--- config.mk ---
export PLATFORM = sky130hd
export DESIGN_NAME = if_id_stage
export DESIGN_NICKNAME = d
export VERILOG_FILES = /design/src/rtl/if_id_stage.sv
export SDC_FILE = /design/constraint.sdc
export NUM_CORES = 1
export LEC_CHECK = 0
export ABC_AREA = 1
export CAP_MARGIN = 20
export CORE_MARGIN = 2
export CORE_UTILIZATION = 42
export CTS_CLUSTER_DIAMETER = 80
export DETAILED_ROUTE_END_ITERATION = 6
export GPL_TIMING_DRIVEN = 0
export PLACE_DENSITY = 0.81
export SYNTH_ARGS = -nofsm -noshare
export SYNTH_HDL_FRONTEND = slang
export SYNTH_SLANG_ARGS = --single-unit
--- constraint.sdc ---
create_clock -name clk -period 2.15 [get_ports clk]
set_input_delay 0.5375 -clock clk [delete_from_list [all_inputs] [get_ports clk]]
set_output_delay 0.5375 -clock clk [all_outputs]
set_load 0.01 [all_outputs]
--- src/rtl/if_id_stage.sv ---
// rtl/if_id_stage.sv - Fetch stage and IF/ID register (optional perf counters: IF_ID_PERF_CNT_EN)
module if_id_stage #(
   parameter int                DATA_W   = 16,
   parameter int                PC_INC   = 2,
   parameter logic [DATA_W-1:0] RESET_PC = 16'h0000
) (
   input  logic              clk,
   input  logic              rst,
   input  logic              stall,
   input  logic              branch_taken,
   input  logic [DATA_W-1:0] branch_target,
   input  logic [DATA_W-1:0] imem_instr,
   input  logic              hlt_retired,
   output logic [DATA_W-1:0] pc,
   output logic [DATA_W-1:0] if_id_instr,
   output logic [DATA_W-1:0] if_id_pc_plus2,
   output logic              if_id_valid,
   output logic [3:0]        if_id_opcode,
   output logic [3:0]        if_id_rs,
   output logic [3:0]        if_id_rt,
   output logic              if_id_branch,
   output logic              if_id_MemWrite,
   output logic              halted,
   output logic [15:0]       stall_cnt,
   output logic [15:0]       flush_cnt
);

   typedef enum logic [1:0] {
      ST_RUN,
      ST_DRAIN,
      ST_HALTED
   } state_t;

   state_t            state;
   logic [DATA_W-1:0] pc_seq;
   logic              fetch_is_hlt;

   assign pc_seq       = pc + DATA_W'(PC_INC);
   assign fetch_is_hlt = (imem_instr[DATA_W-1 -: 4] == 4'hF);

   // PC, IF/ID register and halt sequencing; stall outranks everything but reset
   always_ff @(posedge clk or posedge rst) begin
      if (rst) begin
         pc             <= RESET_PC;
         if_id_instr    <= '0;
         if_id_pc_plus2 <= '0;
         if_id_valid    <= 1'b0;
         state          <= ST_RUN;
         halted         <= 1'b0;
      end else if (state != ST_HALTED && !stall) begin
         if (state == ST_DRAIN) begin
            // HLT is already latched; feed bubbles until it retires
            if_id_instr    <= '0;
            if_id_pc_plus2 <= '0;
            if_id_valid    <= 1'b0;
            if (hlt_retired) begin
               state  <= ST_HALTED;
               halted <= 1'b1;
            end
         end else if (branch_taken) begin
            // squash the wrong-path word fetched this cycle
            pc             <= branch_target;
            if_id_instr    <= '0;
            if_id_pc_plus2 <= '0;
            if_id_valid    <= 1'b0;
         end else begin
            if_id_instr    <= imem_instr;
            if_id_pc_plus2 <= pc_seq;
            if_id_valid    <= 1'b1;
            if (fetch_is_hlt) begin
               state <= ST_DRAIN;
            end else begin
               pc <= pc_seq;
            end
         end
      end
   end

   // field pre-decode for the hazard unit; everything reads zero for a bubble
   always_comb begin
      if_id_opcode   = 4'h0;
      if_id_rs       = 4'h0;
      if_id_rt       = 4'h0;
      if_id_branch   = 1'b0;
      if_id_MemWrite = 1'b0;
      if (if_id_valid) begin
         if_id_opcode   = if_id_instr[15:12];
         if_id_rs       = (if_id_instr[15:12] == 4'hA || if_id_instr[15:12] == 4'hB)
                          ? if_id_instr[11:8] : if_id_instr[7:4];
         if_id_rt       = (if_id_instr[15:12] == 4'h9) ? if_id_instr[11:8] : if_id_instr[3:0];
         if_id_branch   = (if_id_instr[15:12] == 4'hC || if_id_instr[15:12] == 4'hD);
         if_id_MemWrite = (if_id_instr[15:12] == 4'h9);
      end
   end

`ifdef IF_ID_PERF_CNT_EN
   // saturating stall and branch-squash counters
   always_ff @(posedge clk or posedge rst) begin
      if (rst) begin
         stall_cnt <= 16'h0000;
         flush_cnt <= 16'h0000;
      end else begin
         if (stall && state != ST_HALTED && stall_cnt != 16'hFFFF) begin
            stall_cnt <= stall_cnt + 16'h0001;
         end
         if (!stall && branch_taken && state == ST_RUN && flush_cnt != 16'hFFFF) begin
            flush_cnt <= flush_cnt + 16'h0001;
         end
      end
   end
`else
   assign stall_cnt = 16'h0000;
   assign flush_cnt = 16'h0000;
`endif

endmodule

Word level (Yosys, flattened, before mapping) --
Index checks and enable logic that the tools add are counted.
Word-level totals: output and inout bits 96, bits in registers 52, bits of input ports 37, word-level logic and storage cells 46
Cells by class: reductions and logical operators 8, bitwise operators 1, add/sub/neg operators 1, mux-type cells 19, eq/ne operators 11
Operators with widths (number):
- $mux 16 | 6
- $eq 4x4->1 const B | 6
- $mux 4 | 5
- $add 16x2->16 const B | 1
- $mux 2 | 4
- $ne 2x2->1 const B | 3
- $reduce_and 3->1 | 2
- $mux 1 | 4
- $reduce_and 4->1 | 1
- $eq 2x1->1 const B | 1
- $logic_or 1x1->1 | 2
- $ne 2x1->1 const B | 1
- $reduce_bool 2->1 | 1
- $logic_and 1x1->1 | 1
- $logic_not 1->1 | 1
- $not 1->1 | 1

Depth between registers and ports, before layout --
depth in word-level cells 4, mapped depth 10, mapped depth without buffers 10

Worst setup path after synthesis --
No wires, ideal clock.
kind reg-to-output, from reg if_id_instr[14], to out if_id_rt[0], path slack 0.562 ns, arrival time 1.051 ns, required time 1.612 ns, stages on the path, launching flop included 6, cell sequence dfrtp_1 > inv_1 > nand2_1 > inv_1 > nand3_1 > a21oi_1
Between the ends: longest elaborated chain between the ends 3
RTL lines:
- start: declaration | RTL line 15 | output logic [DATA_W-1:0] if_id_instr,
- start signal: assignment | RTL line 67 | if_id_instr <= imem_instr;
- $eq 4x4->1 | RTL line 90 | if_id_rt = (if_id_instr[15:12] == 4'h9) ? if_id_instr[11:8] : if_id_instr[3:0];
- $mux 4 | RTL line 90
- $mux 4 | RTL line 86 | if (if_id_valid) begin
- end: declaration | RTL line 20 | output logic [3:0] if_id_rt,
Every way passes these cells.

Worst setup path in the final report --
from reg if_id_valid, to out if_id_opcode[0]
Between the ends: longest elaborated chain between the ends 1
RTL lines:
- start: declaration | RTL line 17 | output logic if_id_valid,
- start signal: assignment | RTL line 47 | if_id_valid <= 1'b0;
- start signal: assignment | RTL line 55 | if_id_valid <= 1'b0;
- start signal: assignment | RTL line 65 | if_id_valid <= 1'b0;
- $mux 4 | RTL line 86
- end: declaration | RTL line 18 | output logic [3:0] if_id_opcode,
Every way passes these cells.

==> flow_summary_export.csv <==
group,metric,value,unit
logic_synthesis,synth_area,0.00291,mm2
setup_path,crit_buf_inv,3,
finish,multi_input_area,0.00131,mm2
finish,final_common_cell,"nand2_1",
setup_path,timing_worst_setup_path_type,"register to primary output",
global_routing,grt_usage,21.2,%
logic_synthesis,yosysTopAreaCell,"dfrtp_1",
power,ir_drop,0.690,mV
clocking,clock_sinks,52,
setup_path,worstPathCellList,"buf_6 > nand2_1 > inv_1 > clkdlybuf4s50_1",
power,p_leak,0.00214,uW
logic_synthesis,yosys-top-cells-area,"dfrtp_1 45%, nand2_1 14%, buf_4 8.3%, inv_1 3.9%, nor2_1 3.9%",
finish,drive_gt1_share,15.3,%
finish,syn_to_final_growth,48.0,%
clocking,clock_latency,0.30,ns
finish,mostFrequentLayoutCells,"108 x nand2_1, 90 x clkdlybuf4s50_1, 52 x dfrtp_1",
floorplanning,num_io_pins,133,
drt,wirelength,7800,um
power,p_total,5180,uW
setup_path,setup.worst_path.end_class,"primary output",
setup_path,worstPathArrival,1.53,ns
timing,finalCriticalPeriod,2.07,ns
drt,wl_per_cell,13.1,um
drt,viasPerCell,4.68,
timing,report.final.slew_viol_count,0,
timing,tightest_slew,0.539,ns
placed_design,portBuffers,100,
clocking,cts_buffer_depth,2,
setup_path,cp_top_family,"buffers and inverters",
setup_path,crit_slowest_cell,"clkdlybuf4s50_1",
timing,fin_skew,0.00655,ns
finish,layout.nets,552,
logic_synthesis,synth_top_area_share,44.8,%
logic_synthesis,synth_cell_types,30,
clocking,root_buffer,"clkbuf_8",
floorplanning,coreArea,0.00676,mm2
floorplanning,dieWidth,87.2,um
drt,vias,2785,
global_routing,grt_max_degree,30,
power,power_per_cell_area,1200,mW/mm2
clocking,cts_tree,"done",
timing,max-slew-margin-rel,64.0,%
logic_synthesis,synth_area_per_cell,7.83,um2
finish,fin_util,63.7,%
drt,drc_errors,0,
drt,drt_first_pass_iters,6,
clocking,cts_htree_levels,2,
timing,rsz0062_at_grt,"false",
finish,antenna_cells,0,
clocking,cts.reportedPaths.clkPinSlew,0.09,ns
placed_design,dp_hpwl,6100,um
drt,drt_iter0_drc,146,
setup_path,required,1.61,ns
logic_synthesis,syn_inst,371,
clocking,cts_buffers,5,
placed_design,post_dp_cell_area,0.00414,mm2
floorplanning,start_util,43.0,%
worst_hold_path,hold_path.class,"register to register",
setup_path,path_max_fanout,7,
global_routing,grt_first_pass_wirelength,12500,um
finish,nFillCells,587,
timing,finalSetupViolCount,0,
floorplanning,die_y,87.2,um
finish,seqCellArea,0.00130,mm2
timing,fin_crit_sh,96.1,%
floorplanning,dieArea,0.00760,mm2
logic_synthesis,synth_warnings,0,
global_routing,grt_pass1_vias,2599,
setup_path,worst_path_largest_cell_delay,0.54,ns
drt,ant_nets,0,
logic_synthesis,synth_seq_cells,52,
timing,hold_viol,0,
global_routing,overflow,0,
floorplanning,rows,30,
timing,fmax,484,MHz
run,maxCapViolations,0,
clocking,postCtsHoldBufs,0,
finish,final_cell_area,0.00430,mm2
logic_synthesis,yosysSeqAreaShare,44.8,%
setup_path,worstSetupStartpointType,"register",
outcome,outcome,"finished, final reports clean",
placed_design,place_congestion,0.872,
global_routing,antenna_found_initial,0,
per-stage QoR:
step	setup TNS [ns]	setup slack, ns	instances	hold slack (ns)
after floorplan	0	0.355	402	0.442
after global placement	-31.43	-0.606	582	0.453
after detailed placement	-0.111	-0.0364	583	0.461
after CTS	0	0.00374	594	0.483
after global routing	0	0.0139	595	0.509
final	0	0.0834	595	0.476
tightest hold or removal path: stages (launching register included):
cell	delay [ns]
dfrtp_1	0.35
inv_1	0.04
nand2_1	0.05
power by group:
| part | switching [uW] | leakage [uW] | internal (uW) |
|---|---|---|---|
| Clock | 325 | 0.0000552 | 346 |
| Combinational | 1330 | 0.00143 | 1350 |
| Sequential | 442 | 0.000663 | 1390 |
path summary, 6_finish.rpt:
kind                                               from                       endpoint  slack, ns  cells after the start
max in group asynchronous                           rst  if_id_pc_plus2[4]$_DFFE_PP0N_       1.02                      3
worst max-delay path            if_id_valid$_DFFE_PP0N_                if_id_opcode[0]       0.08                      4
min in group asynchronous                           rst     if_id_instr[1]$_DFFE_PP0N_       0.59                      2
worst min register to register       halted$_DFFE_PP0P_             halted$_DFFE_PP0P_       0.48                      2
worst min-delay path                 halted$_DFFE_PP0P_             halted$_DFFE_PP0P_       0.48                      2
worst max register to register        pc[1]$_DFFE_PP0P_              pc[9]$_DFFE_PP0P_       0.54                      8
sequential cells by signal (all words and copies together) (netlist names):
register and count:
halted 1, if_id_instr 16, if_id_pc_plus2 16, if_id_valid 1, pc 16, state 2
synthesized netlist by cell type (all sizes together):
library cell,number
a21oi,15
a22o,8
buf,39
clkbuf,4
conb,1
dfrtp,52
ha,1
inv,34
nand2,110
nand3,14
nand4,5
nor2,37
nor3,2
o21a,1
o21ai,41
o21bai,1
o31ai,1
xnor2,3
xor2,2
cell families (layout without fill, tap and decap cells):
family	after synthesis	in the layout	share of synthesized area, %
compound gates	67	67	13.0
xor+xnor	5	5	1.51
fa+ha+maj	1	1	0.430
buf+inv	77	190	15.1
flops	52	52	44.8
other cells	1	32	0.129
simple gates	168	168	25.1
layer usage:
layer  vias up  share of wire [%]  GRT usage, %
li1       1414                  -             -
met1      1248                 44          28.5
met2       115                 48          35.5
met3         8                7.5          3.79
met4         0                1.1          5.17
met5         -                  0             0
cell type report:
class / count / share of cell area, %
Sequential cell: 52 / 30.3
Clock inverter: 2 / 0.814
Clock buffer: 6 / 1.69
Timing Repair Buffer: 105 / 24.2
Multi-Input combinational cell: 273 / 30.4
Tap cell: 80 / 2.33
Buffer: 43 / 7.39
Inverter: 34 / 2.97
repair_timing:
| item | in CTS | in global routing |
|---|---|---|
| gates resized for setup | 21 | 15 |
| setup buffers | 3 | 1 |
| setup endpoints to repair | 12 | 11 |
Power figures use the tool's default switching activity.
